## config.mk

```make
export PLATFORM = sky130hd
export DESIGN_NAME = imem_loader_flat
export DESIGN_NICKNAME = d
export VERILOG_FILES = /design/src/rtl/imem_loader_if.sv /design/src/rtl/imem_loader.sv /design/src/flat_wrapper.sv
export SDC_FILE = /design/constraint.sdc
export NUM_CORES = 1
export LEC_CHECK = 0
export CORE_ASPECT_RATIO = 2
export CORE_MARGIN = 2
export CORE_UTILIZATION = 45
export DETAILED_ROUTE_END_ITERATION = 16
export PLACE_DENSITY = 0.72
export RECOVER_POWER = 100
export SYNTH_ARGS = -nofsm -noshare
export SYNTH_HDL_FRONTEND = slang
export SYNTH_SLANG_ARGS = --single-unit
```

## constraint.sdc

```tcl
create_clock -name clk -period 3.1 [get_ports clk]
set_input_delay 0.62 -clock clk [delete_from_list [all_inputs] [get_ports clk]]
set_output_delay 0.62 -clock clk [all_outputs]
set_load 0.01 [all_outputs]
```

## src/rtl/imem_loader_if.sv

```systemverilog
// -----------------------------------------------------------------------------
// imem_loader_if
// Bundles the byte-stream handshake and the instruction-memory write port of
// the program loader.
//   in_valid / in_data / in_ready : byte stream into the loader
//   wr_en / wr_addr / wr_data     : write port toward instruction memory
// Modports:
//   master : the loader (consumes bytes, drives the write port)
//   slave  : the environment (supplies bytes, observes the write port)
// -----------------------------------------------------------------------------
interface imem_loader_if;
    logic        in_valid;
    logic [7:0]  in_data;
    logic        in_ready;
    logic        wr_en;
    logic [31:0] wr_addr;
    logic [31:0] wr_data;

    modport master (
        input  in_valid,
        input  in_data,
        output in_ready,
        output wr_en,
        output wr_addr,
        output wr_data
    );

    modport slave (
        output in_valid,
        output in_data,
        input  in_ready,
        input  wr_en,
        input  wr_addr,
        input  wr_data
    );
endinterface

```

## src/rtl/imem_loader.sv

```systemverilog
// -----------------------------------------------------------------------------
// imem_loader
// Write-side companion to the instruction memory. It optionally fills every
// word with NOP_WORD (CLEAR), then packs an incoming byte stream into
// little-endian 32-bit words and writes them at word-aligned byte addresses
// (LOAD). The core is held via cpu_hold until the load completes.
// Ports:
//   clk, rst_n     : clock (rising edge), asynchronous active-low reset
//   start          : one-cycle load request, honoured only in IDLE or DONE
//   num_words      : words to load, sampled on an accepted start (clamped)
//   bus            : byte stream in + memory write port (imem_loader_if.master)
//   words_loaded   : program words written by the current load
//   busy           : high in CLEAR or LOAD
//   done           : level, load complete
//   cpu_hold       : core must stay stalled while high
// All outputs are registered.
// -----------------------------------------------------------------------------
module imem_loader #(
    parameter int unsigned DEPTH    = 128,
    parameter int unsigned CNT_W    = 8,
    parameter logic [31:0] NOP_WORD = 32'h0000000D,
    parameter bit          FILL_EN  = 1'b1
) (
    input  logic             clk,
    input  logic             rst_n,
    input  logic             start,
    input  logic [CNT_W-1:0] num_words,
    imem_loader_if.master    bus,
    output logic [CNT_W-1:0] words_loaded,
    output logic             busy,
    output logic             done,
    output logic             cpu_hold
);

    localparam logic [CNT_W-1:0] DEPTH_C = CNT_W'(DEPTH);
    localparam logic [CNT_W-1:0] ONE_C   = CNT_W'(1);

    typedef enum logic [1:0] {
        ST_IDLE  = 2'd0,
        ST_CLEAR = 2'd1,
        ST_LOAD  = 2'd2,
        ST_DONE  = 2'd3
    } state_t;

    state_t           state_r;
    logic [CNT_W-1:0] n_r;            // latched word count, already clamped
    logic [CNT_W-1:0] word_idx_r;     // next word to write (CLEAR and LOAD)
    logic [1:0]       byte_idx_r;     // position of the next byte in its word
    logic [23:0]      asm_r;          // low three bytes of the word in progress
    logic             in_ready_r;
    logic             wr_en_r;
    logic [31:0]      wr_addr_r;
    logic [31:0]      wr_data_r;
    logic [CNT_W-1:0] words_loaded_r;
    logic             busy_r;
    logic             done_r;
    logic             cpu_hold_r;
    logic             byte_xfer_s;

    // Clamp a requested word count to the memory depth.
    function automatic logic [CNT_W-1:0] clamp_words(input logic [CNT_W-1:0] req);
        return (req > DEPTH_C) ? DEPTH_C : req;
    endfunction

    // Byte address of a word index (same addressing as the PC).
    function automatic logic [31:0] word_addr(input logic [CNT_W-1:0] idx);
        return {{(30 - CNT_W){1'b0}}, idx, 2'b00};
    endfunction

    // A byte moves only when the registered ready meets a valid byte.
    assign byte_xfer_s = in_ready_r & bus.in_valid;

    // Loader FSM with all outputs registered.
    always_ff @(posedge clk or negedge rst_n) begin
        if (!rst_n) begin
            state_r        <= ST_IDLE;
            n_r            <= '0;
            word_idx_r     <= '0;
            byte_idx_r     <= 2'd0;
            asm_r          <= 24'h000000;
            in_ready_r     <= 1'b0;
            wr_en_r        <= 1'b0;
            wr_addr_r      <= 32'h00000000;
            wr_data_r      <= 32'h00000000;
            words_loaded_r <= '0;
            busy_r         <= 1'b0;
            done_r         <= 1'b0;
            cpu_hold_r     <= 1'b1;
        end else begin
            case (state_r)
                ST_IDLE, ST_DONE: begin
                    wr_en_r    <= 1'b0;
                    in_ready_r <= 1'b0;
                    if (start) begin
                        n_r            <= clamp_words(num_words);
                        words_loaded_r <= '0;
                        done_r         <= 1'b0;
                        cpu_hold_r     <= 1'b1;
                        busy_r         <= 1'b1;
                        byte_idx_r     <= 2'd0;
                        asm_r          <= 24'h000000;
                        if (FILL_EN) begin
                            // First fill write (k=0) is issued right away.
                            state_r    <= ST_CLEAR;
                            wr_en_r    <= 1'b1;
                            wr_addr_r  <= 32'h00000000;
                            wr_data_r  <= NOP_WORD;
                            word_idx_r <= ONE_C;
                        end else begin
                            state_r    <= ST_LOAD;
                            word_idx_r <= '0;
                            // Empty program: LOAD drops straight to DONE.
                            in_ready_r <= (clamp_words(num_words) != '0);
                        end
                    end else begin
                        state_r <= state_r;
                    end
                end

                ST_CLEAR: begin
                    if (word_idx_r < DEPTH_C) begin
                        wr_en_r    <= 1'b1;
                        wr_addr_r  <= word_addr(word_idx_r);
                        wr_data_r  <= NOP_WORD;
                        word_idx_r <= word_idx_r + ONE_C;
                    end else begin
                        // Write k=DEPTH-1 was the cycle just finishing.
                        wr_en_r    <= 1'b0;
                        word_idx_r <= '0;
                        if (n_r == '0) begin
                            state_r    <= ST_DONE;
                            busy_r     <= 1'b0;
                            done_r     <= 1'b1;
                            cpu_hold_r <= 1'b0;
                            in_ready_r <= 1'b0;
                        end else begin
                            state_r    <= ST_LOAD;
                            in_ready_r <= 1'b1;
                        end
                    end
                end

                ST_LOAD: begin
                    wr_en_r <= 1'b0;
                    if (n_r == '0) begin
                        state_r    <= ST_DONE;
                        busy_r     <= 1'b0;
                        done_r     <= 1'b1;
                        cpu_hold_r <= 1'b0;
                        in_ready_r <= 1'b0;
                    end else if (byte_xfer_s) begin
                        if (byte_idx_r == 2'd3) begin
                            wr_en_r        <= 1'b1;
                            wr_addr_r      <= word_addr(word_idx_r);
                            wr_data_r      <= {bus.in_data, asm_r};
                            words_loaded_r <= words_loaded_r + ONE_C;
                            word_idx_r     <= word_idx_r + ONE_C;
                            byte_idx_r     <= 2'd0;
                            if (word_idx_r == (n_r - ONE_C)) begin
                                // Final write lands in the first DONE cycle.
                                state_r    <= ST_DONE;
                                in_ready_r <= 1'b0;
                                busy_r     <= 1'b0;
                                done_r     <= 1'b1;
                                cpu_hold_r <= 1'b0;
                            end else begin
                                state_r <= ST_LOAD;
                            end
                        end else begin
                            case (byte_idx_r)
                                2'd0:    asm_r[7:0]   <= bus.in_data;
                                2'd1:    asm_r[15:8]  <= bus.in_data;
                                2'd2:    asm_r[23:16] <= bus.in_data;
                                default: asm_r        <= asm_r;
                            endcase
                            byte_idx_r <= byte_idx_r + 2'd1;
                        end
                    end else begin
                        state_r <= ST_LOAD;
                    end
                end

                default: begin
                    state_r    <= ST_IDLE;
                    wr_en_r    <= 1'b0;
                    in_ready_r <= 1'b0;
                    busy_r     <= 1'b0;
                    done_r     <= 1'b0;
                    cpu_hold_r <= 1'b1;
                end
            endcase
        end
    end

    assign bus.in_ready  = in_ready_r;
    assign bus.wr_en     = wr_en_r;
    assign bus.wr_addr   = wr_addr_r;
    assign bus.wr_data   = wr_data_r;
    assign words_loaded  = words_loaded_r;
    assign busy          = busy_r;
    assign done          = done_r;
    assign cpu_hold      = cpu_hold_r;

endmodule

```

## src/flat_wrapper.sv

```systemverilog
// flat-port wrapper written by rule: the top's interface ports become plain ports
module imem_loader_flat 
#(
    parameter int unsigned DEPTH    = 128,
    parameter int unsigned CNT_W    = 8,
    parameter logic [31:0] NOP_WORD = 32'h0000000D,
    parameter bit          FILL_EN  = 1'b1
)
  (clk, rst_n, start, num_words, words_loaded, busy, done, cpu_hold, bus_in_valid, bus_in_data, bus_in_ready, bus_wr_en, bus_wr_addr, bus_wr_data);
  imem_loader_if bus_i ();
  input  logic clk;
  input  logic rst_n;
  input  logic start;
  input  logic [CNT_W-1:0] num_words;
  output logic [CNT_W-1:0] words_loaded;
  output logic busy;
  output logic done;
  output logic cpu_hold;
  input wire logic [$bits(bus_i.in_valid)-1:0] bus_in_valid;
  input wire logic [$bits(bus_i.in_data)-1:0] bus_in_data;
  output wire logic [$bits(bus_i.in_ready)-1:0] bus_in_ready;
  output wire logic [$bits(bus_i.wr_en)-1:0] bus_wr_en;
  output wire logic [$bits(bus_i.wr_addr)-1:0] bus_wr_addr;
  output wire logic [$bits(bus_i.wr_data)-1:0] bus_wr_data;
  assign bus_i.in_valid = bus_in_valid;
  assign bus_i.in_data = bus_in_data;
  assign bus_in_ready = bus_i.in_ready;
  assign bus_wr_en = bus_i.wr_en;
  assign bus_wr_addr = bus_i.wr_addr;
  assign bus_wr_data = bus_i.wr_data;
  imem_loader #(.DEPTH(DEPTH), .CNT_W(CNT_W), .NOP_WORD(NOP_WORD), .FILL_EN(FILL_EN)) u_core (.clk(clk), .rst_n(rst_n), .start(start), .num_words(num_words), .bus(bus_i), .words_loaded(words_loaded), .busy(busy), .done(done), .cpu_hold(cpu_hold));
endmodule
```

==> impl_metrics.py <==
metrics = {
    "status": {
        "outcome": "finished, violations left",
        "violations": "max-capacitance violations, max-slew violations",
    },
    "sta": {
        "fin_skew_ns": 0.00896,
        "setup_violations": 0,
        "fin_crit_sh": 0.901,
        "fin_crit_ns": 2.79,
        "tns_ns": 0,
        "worst_slew_pin_slew_ns": 2.11,
        "final-max-slew-violation-count": 98,
        "rsz0062_at_grt": "false",
        "fmax_ghz": 0.358,
        "hold_viol": 0,
        "max_slew_margin": -0.410,
        "whs_ns": 0.472,
    },
    "logic_synthesis": {
        "async_reset_ff_frac": 1.00,
        "ys_types": 56,
        "dominantRegCellSynth": "dfrtp_1",
        "synth_top_area_frac": 0.481,
        "yosysTopAreaCell": "dfrtp_1",
        "syn_inst": 516,
        "synth_enable_flop_cells": 0,
        "yosysWarnings": 0,
        "syn_area_um2": 4990,
        "synth_area_leaders": "dfrtp_1 48%, mux2_2 8.6%, nand2_1 7.4%, o21ai_0 6.9%, buf_4 3.8%",
        "yosysSeqAreaShare": 0.487,
        "ys_seq_elements": 97,
        "syn_avg_cell_area_um2": 9.67,
    },
    "clocking": {
        "cts_root_buf": "clkbuf_16",
        "clk_pin_slew_ns": 0.07,
        "clock_tree.htree_level_count": 3,
        "cts_buffers": 9,
        "tritoncts": "done",
        "clkLatencyLatePin_ns": 0.35,
        "cts_setup_buffers": 0,
        "cts_sinks": 97,
        "clockBufferDepth": 2,
    },
    "worst_setup_path": {
        "worstSetupEndpointType": "flop",
        "crit_fanout": 9,
        "startpoint_type": "flop",
        "cp_data_required_time_ns": 3.33,
        "crit_arrival_ns": 3.02,
        "path_class": "flop to flop",
    },
    "finish": {
        "syn_to_final_growth_pct": 21.3,
        "fill_cells": 990,
        "drive_gt1_frac": 0.128,
        "final_core_util": 0.556,
        "insertedDiodeCount": 0,
        "fin_area_um2": 6050,
        "nNetsFinal": 611,
    },
    "placement": {
        "place_congestion": 0.821,
        "portBuffers": 72,
        "dpl.hpwl_mm": 8.58,
        "detailed_place.area_um2": 5760,
    },
    "power_and_ir_drop": {
        "pwr-share-comb": 0.459,
        "p_total_mw": 5.58,
        "power_density_nw_per_um2": 921,
        "clock_power_share": 0.212,
        "p_int_mw": 3.31,
        "switching_share": 0.406,
        "seqPwrFrac": 0.329,
        "ir_drop_uv": 575,
        "p_sw_mw": 2.26,
        "p_leak_nw": 2.78,
    },
    "detailed_routing": {
        "vias": 3898,
        "first_pass_iters": 4,
        "totalWireLength_mm": 11.9,
        "vias_per_cell": 5.38,
        "routedWlPerCell_um": 16.4,
        "drtIter0Drc": 258,
        "drc_errors": 0,
        "ant_nets": 0,
    },
    "global_routing": {
        "grt_max_degree": 98,
        "grt_first_pass_wirelength_mm": 19.5,
        "grt_overflow": 0,
        "grt_pass1_vias": 3976,
        "track_usage": 0.208,
        "antenna_found_initial": 0,
    },
    "floorplanning": {
        "num_rows": 54,
        "die_y_um": 153,
        "ios": 97,
        "die_area_um2": 12000,
        "start_util": 0.459,
        "coreArea_um2": 10900,
        "die_w_um": 78.5,
    },
    "run": {
        "maxCapViolCount": 1,
    },
    "min_path": {
        "min_path_type": "flop to flop",
    },
}
-- registers in the layout (all words and copies together) (netlist names) --
name and count:
u_core.bus.wr_data 32, u_core.asm_r 24, u_core.bus.wr_addr 8, u_core.n_r 8
u_core.word_idx_r 8, u_core.words_loaded 8, u_core.byte_idx_r 2, u_core.state_r 2
u_core.bus.in_ready 1, u_core.bus.wr_en 1, u_core.busy 1, u_core.cpu_hold 1
u_core.done 1
-- path summary, 6_finish.rpt --
kind                                        from                endpoint  slack [ns]  cells after the start
max                                u_core.n_r[2]             u_core.busy        0.31                      6
min                        u_core.bus.wr_addr[4]   u_core.bus.wr_addr[4]        0.47                      2
max reg2reg                        u_core.n_r[2]             u_core.busy        0.31                      6
min reg2reg                u_core.bus.wr_addr[4]   u_core.bus.wr_addr[4]        0.47                      2
max in group asynchronous                  rst_n           u_core.n_r[0]        0.84                      2
min in group asynchronous                  rst_n  u_core.bus.wr_data[21]        0.99                      2
-- per-stage QoR --
stage	cells	setup slack (ns)
detailed placement	709	0.0806
global route	725	0.193
global placement	709	0.157
finish	725	0.307
CTS	725	0.203
floorplan	539	0.735
-- final cells by class --
cell class | count | area [um2] | area share
Inverter | 10 | 37.5 | 0.00620
Multi-Input combinational cell | 380 | 2310 | 0.381
Sequential cell | 97 | 2430 | 0.401
Timing Repair Buffer | 82 | 783 | 0.129
Clock inverter | 6 | 82.6 | 0.0136
Clock buffer | 10 | 239 | 0.0395
Tap cell | 140 | 175 | 0.0289
-- critical path: stages (launching register included) --
cell and delay [ns]:
dfrtp_1 0.50, or4_4 0.59, nor4_2 0.29, a41oi_1 0.08, a211oi_1 0.62, a41oi_2 0.28
mux2_2 0.32
-- kinds of logic (layout without fill, tap and decap cells) --
group / after synthesis / count (layout) / share of synthesized area
simple gates: 181 / 181 / 0.172
compound gates: 116 / 116 / 0.142
flops: 97 / 97 / 0.487
buf+inv: 62 / 108 / 0.0677
mux: 39 / 39 / 0.0878
fa+ha+maj: 11 / 11 / 0.0276
xor+xnor: 9 / 9 / 0.0158
other cells: 1 / 24 / 0.000752
-- power by group through the flow --
stage / Combinational, mW / Sequential (mW) / Clock (mW)
after global routing: 2.82 / 1.88 / 1.25
final: 2.56 / 1.84 / 1.18
after global placement: 2.57 / 1.86 / 0
after CTS: 2.65 / 1.85 / 1.20
after detailed placement: 2.63 / 1.87 / 0
after floorplan: 1.77 / 1.85 / 0
-- synthesized netlist by cell type, drive strengths merged, types with 2 or more instances --
cell type and instances:
ha 11, a41oi 2, nor3b 2, nand2 98
o2111ai 2, inv 10, and3 6, xor2 4
nand3 6, and2 9, nand3b 2, mux2 38
nor4 6, o31ai 5, buf 31, a22oi 4
a211oi 3, xnor2 5, a21oi 15, dfrtp 96
nor2b 4, nor3 6, nand2b 15, clkbuf 21
o21ai 71, nor2 21, nand4 2, o211ai 3
a21o 2
-- placed cells by master, fill, tap and decap left out, drive strengths merged, types with 8 or more instances in the layout --
master,n
a21oi,15
and2,9
buf,8
clkbuf,13
clkdlybuf4s50,18
conb,24
dfrtp,96
dlygate4sd3,53
ha,11
inv,13
mux2,38
nand2,98
nand2b,15
nor2,21
o21ai,71
-- layer usage --
metal,vias to the layer above,global-route usage,share of wire
met1,1908,0.212,0.36
met4,0,0.111,0.032
met5,-,0,0
met2,115,0.385,0.57
li1,1852,-,-
met3,23,0.0431,0.042
-- repair_timing --
action / 4_1_cts / 5_1_grt
gates resized for setup: 0 / 1
hold buffers: 0 / 0
endpoints found under the setup margin: 0 / 8
Note: power is estimated with default switching activity, not from simulation.
==> edit 1: new RTL, config.mk and constraints unchanged <==
`FILL_EN` is set to 1'b1 in 2 places; all go to 1'b0.
--- a/src/rtl/imem_loader.sv
+++ b/src/rtl/imem_loader.sv
@@ -21,3 +21,3 @@
     parameter logic [31:0] NOP_WORD = 32'h0000000D,
-    parameter bit          FILL_EN  = 1'b1
+    parameter bit          FILL_EN  = 1'b0
 ) (
--- a/src/flat_wrapper.sv
+++ b/src/flat_wrapper.sv
@@ -6,3 +6,3 @@
     parameter logic [31:0] NOP_WORD = 32'h0000000D,
-    parameter bit          FILL_EN  = 1'b1
+    parameter bit          FILL_EN  = 1'b0
 )
Function: changed (Yosys sat finds a counterexample within 4 cycles, from zero or initial values and one cycle with rst_n low).
==> edit 1 against the original RTL <==
  * Combinational power is 3% lower
  * Sequential share of layout area is 1.7 points higher
  * Sequential cell count stayed put
  * Power is 5.9% higher
  * Cell area is 4.0% lower
  * First-iteration DRC count is 3.1% higher
  * Area after synthesis is 2.9% lower
  * Count of clock-buffer cells in the layout is 3 higher
  * Global-route usage is 1.1 points lower
  * Wire length is 7.2% lower
  * Worst setup slack better by 0.14 ns
==> edit 1: results (changes against the original RTL) <==
* Worst setup path end: u_core.asm_r[13] (was u_core.busy)
* 1st-iter DRT viols at 266 (was 258)
* Hold Path End: u_core.bus.wr_data[15] (was u_core.bus.wr_addr[4])
* R2R Setup Slk at 0.44 ns (was 0.31 ns)
* Area growth from synthesis to layout at 19.9% (was 21.3%)
* # fillers at 985 (was 990)
* Largest net degree at the start of global routing at 66 (was 98)
* LEAKAGE at 2.60 nW (was 2.78 nW)
* Status: finished clean (was complete, but fails checks)
* Most instantiated cells after synthesis: dfrtp_1 (96), nand2_1 (80), o21ai_0 (48) (was nand2_1 (98), dfrtp_1 (96), o21ai_0 (69))
* Met1 usage at 20.9% (was 21.2%)
* Count of cell types in the netlist at 62 (was 56)
* Synth Area per Inst at 10.3 µm² (was 9.67 µm²)
* Worst slew pin tran at 1.40 ns (was 2.11 ns)
* Sequential share of the synthesized area at 50.1% (was 48.7%)
* CP max FO at 8 (was 9)
* M2 GR Usage at 37.2% (was 38.5%)
* DP Cell Count at 659 (was 709)
* Met3 wire length at 378 µm (was 500 µm)
* Reg2Reg Depth at 7 (was 6)
* Vias per inst at 5.29 (was 5.38)
* Placed cell area at 5560 µm² (was 5760 µm²)
* Fmax at 0.377 GHz (was 0.358 GHz)
* Gr usage total at 19.7% (was 20.8%)
* Met2 WL at 6320 µm (was 6730 µm)
* Worst Skew at 0.00584 ns (was 0.00896 ns)
* Nets at 564 (was 611)
* Met1 WL at 4010 µm (was 4250 µm)
* Worst Setup SP: u_core.n_r[0] (was u_core.n_r[2])
* CP peak stage delay at 0.69 ns (was 0.62 ns)
* Min-delay src: u_core.bus.wr_data[15] (was u_core.bus.wr_addr[4])
* Place WS at 0.489 ns (was 0.0806 ns)
* GP Congestion at 0.921 (was 0.821)
* Layout cell share with drive strength beyond 1 at 12.6% (was 12.8%)
* First-pass GRT wire length at 17800 µm (was 19500 µm)
* Vias in the first global route at 3616 (was 3976)
-- edit 1: area by class of cell --
class | instances | area share [%]
well taps | 137 | 2.95
flip-flops and latches | 97 | 41.8
clock buffers | 13 | 4.82
clock inverters | 3 | 0.366
multi-input cells | 336 | 36.5
repair buffers | 76 | 12.7
inverters | 13 | 0.840
-- edit 1: where the power goes --
part,total (mW),internal (mW),leakage (nW),switching (mW)
Clock,1.09,0.633,0.148,0.456
Sequential,2.32,1.83,1.15,0.489
Combinational,2.49,1.22,1.30,1.27
Total,5.90,3.69,2.60,2.22
-- edit 1: logic make-up (layout without fill, tap and decap cells) --
logic type                 after synthesis  after routing  synth area share [%]
DFF                                     97             97                  50.1
muxes                                   44             44                  10.2
and+or+nand+nor                        152            152                  14.9
buffers and inverters                   60            105                  7.33
xor gates and xnor gates                10             10                  1.81
adders and majority gates               11             11                  2.84
other                                    1             24                0.0774
AOI/OAI and AO/OA                       95             95                  12.7
==> edit 2: new RTL, same flow settings <==
Without the edit above. Reset style: synchronous (`rst_n`), changed in one clocked block. Comments in the files are not updated.
--- a/src/rtl/imem_loader.sv
+++ b/src/rtl/imem_loader.sv
@@ -73,3 +73,3 @@
     // Loader FSM with all outputs registered.
-    always_ff @(posedge clk or negedge rst_n) begin
+    always_ff @(posedge clk) begin
         if (!rst_n) begin
Formal check against the unedited RTL: differs if rst_n is asserted again (counterexample within 4 cycles, from zero or initial values and one cycle with rst_n low); with rst_n held inactive, the same outputs for 10 cycles.
==> edit 2 against the original RTL <==
  * Count of clock-buffer cells in the layout is 1 lower
  * Die area is 6.7% lower
  * Power is 25% lower
  * Wire length is 10% lower
  * Cell area is 6.2% lower
  * Via count is 1.8% lower
  * Clock power is 8% lower
  * Global-route usage is 0.44 points lower
  * Sequential cell count stayed put
  * Sequential share of layout area is 5.9 points lower
  * Worst setup slack better by 0.20 ns
  * Area after synthesis is 7.0% lower
==> edit 2: results (changes against the original RTL) <==
* Multiplexer share of the synthesized area at 5.61% (was 8.78%)
* Gr usage total at 20.4% (was 20.8%)
* Hold Path Class: reg -> reg (unchanged)
* Worst vdd ir at 0.429 mV (was 0.575 mV)
* Max Root-Sink Buffers at 2 (unchanged)
* Status: finished clean (was complete, but fails checks)
* 1st-iter DRT viols at 217 (was 258)
* Synth area leaders: dfxtp_1 (42%), mux2i_1 (5.6%), nand2_1 (5.5%) (was dfrtp_1 (48%), mux2_2 (8.6%), nand2_1 (7.4%))
* Min-delay src: u_core.done (was u_core.bus.wr_addr[4])
* First-pass GRT wire length at 17700 µm (was 19500 µm)
* Postcts setup bufs at 0 (unchanged)
* CTS HTree Levels at 3 (unchanged)
* Complex-gate fraction of the synthesized area at 15.8% (was 14.2%)
* GP Congestion at 0.839 (was 0.821)
* Nets at 625 (was 611)
* LEAKAGE at 2.18 nW (was 2.78 nW)
* Hold Path End: u_core.done (was u_core.bus.wr_addr[4])
* CP max FO at 20 (was 9)
* Layout cell share with drive strength beyond 1 at 5.84% (was 12.8%)
* DR vias at 3827 (was 3898)
* Largest net degree at the start of global routing at 67 (was 98)
* Synth Area in Adders at 2.97% (was 2.76%)
* Placed cell area at 5420 µm² (was 5760 µm²)
* Worst Skew at 0.00616 ns (was 0.00896 ns)
* Synth Flop Type: dfxtp_1 (was dfrtp_1)
* Worst EP arrival at 2.87 ns (was 3.02 ns)
* Sw frac at 39.3% (was 40.6%)
* Asr flop ratio synth at 0% (was 100%)
* Initial antenna violation count at 0 (unchanged)
* Worst path slowest cell: nor4_1 (was a211oi_1)
* R2R Setup Slk at 0.51 ns (was 0.31 ns)
* Total CTS buffers at 9 (unchanged)
* DP HPWL at 7660 µm (was 8580 µm)
* RR Endpoint: u_core.bus.wr_data[6] (was u_core.busy)
* CTS Root Cell: clkbuf_16 (unchanged)
* Warnings, synthesis at 0 (unchanged)
* Clk slew on worst S/H paths at 0.07 ns (about the same)
* Most instantiated cells after synthesis: dfxtp_1 (97), nand2_1 (68), nand3_1 (39) (was nand2_1 (98), dfrtp_1 (96), o21ai_0 (69))
* Met1 WL at 4050 µm (was 4250 µm)
* Synth Area in XOR/XNOR at 2.83% (was 1.58%)
* CP peak stage delay at 0.70 ns (was 0.62 ns)
* Hold Slack at 0.455 ns (was 0.472 ns)
* Reg2Reg Depth at 8 (was 6)
* Met3 wire length at 514 µm (was 500 µm)
* WL per Instance at 14.5 µm (was 16.4 µm)
* Vias in the first global route at 3692 (was 3976)
* Count of cell types in the netlist at 58 (was 56)
* Slew headroom at 47.1% (was -41.0%)
* DR top layer: met4 (unchanged)
* Sequential share of the synthesized area at 41.8% (was 48.7%)
* First-pass DRT Iterations at 4 (unchanged)
* Worst Setup SP: u_core.n_r[3] (was u_core.n_r[2])
* Met2 WL at 5870 µm (was 6730 µm)
[edit 2: critical path, delay by kind of cell, from the launching register on]
family / cells / cell delay (ns)
AOI/OAI and AO/OA: 3 / 0.65
and+or+nand+nor: 4 / 1.11
buffers and inverters: 1 / 0.38
DFF: 1 / 0.37
[edit 2: final cells by class]
| class | count | area (µm²) |
|---|---|---|
| Sequential cell | 97 | 1940 |
| Clock buffer | 9 | 225 |
| Timing Repair Buffer | 84 | 818 |
| Inverter | 11 | 41.3 |
| Multi-Input combinational cell | 391 | 2420 |
| Clock inverter | 7 | 61.3 |
| Tap cell | 135 | 169 |
| Fill cell | 917 | 4410 |
[edit 2: worst max path at each step]
stage / endpoint / slack (ns)
finish: u_core.bus.wr_data[6] / 0.51
global route: u_core.bus.wr_data[6] / 0.24
CTS: u_core.bus.wr_data[6] / 0.66
detailed placement: u_core.bus.wr_data[6] / 0.38
global placement: u_core.bus.wr_data[23] / 0.45
floorplan: u_core.bus.wr_data[2] / 0.96
[edit 2: per-stage QoR]
stage                     std cells  setup slack (ns)
after floorplan                 553             0.962
after global placement          718             0.453
after detailed placement        718             0.385
after CTS                       734             0.659
after global routing            734             0.238
final                           734             0.507
[edit 2: power groups by stage]
| stage | Sequential [mW] | Clock, mW | Combinational, mW |
|---|---|---|---|
| 2_1_floorplan | 1.49 | 0 | 1.14 |
| 3_3_place_gp | 1.48 | 0 | 1.67 |
| 3_5_place_dp | 1.48 | 0 | 1.69 |
| 4_1_cts | 1.45 | 1.09 | 1.70 |
| 5_1_grt | 1.47 | 1.13 | 1.81 |
| 6_report | 1.45 | 1.08 | 1.63 |
[edit 2: per-layer routing]
layer	up-vias	GRT usage, %
li1	1899	-
met1	1816	22.8
met2	97	35.8
met3	15	4.64
met4	0	7.72
met5	-	0
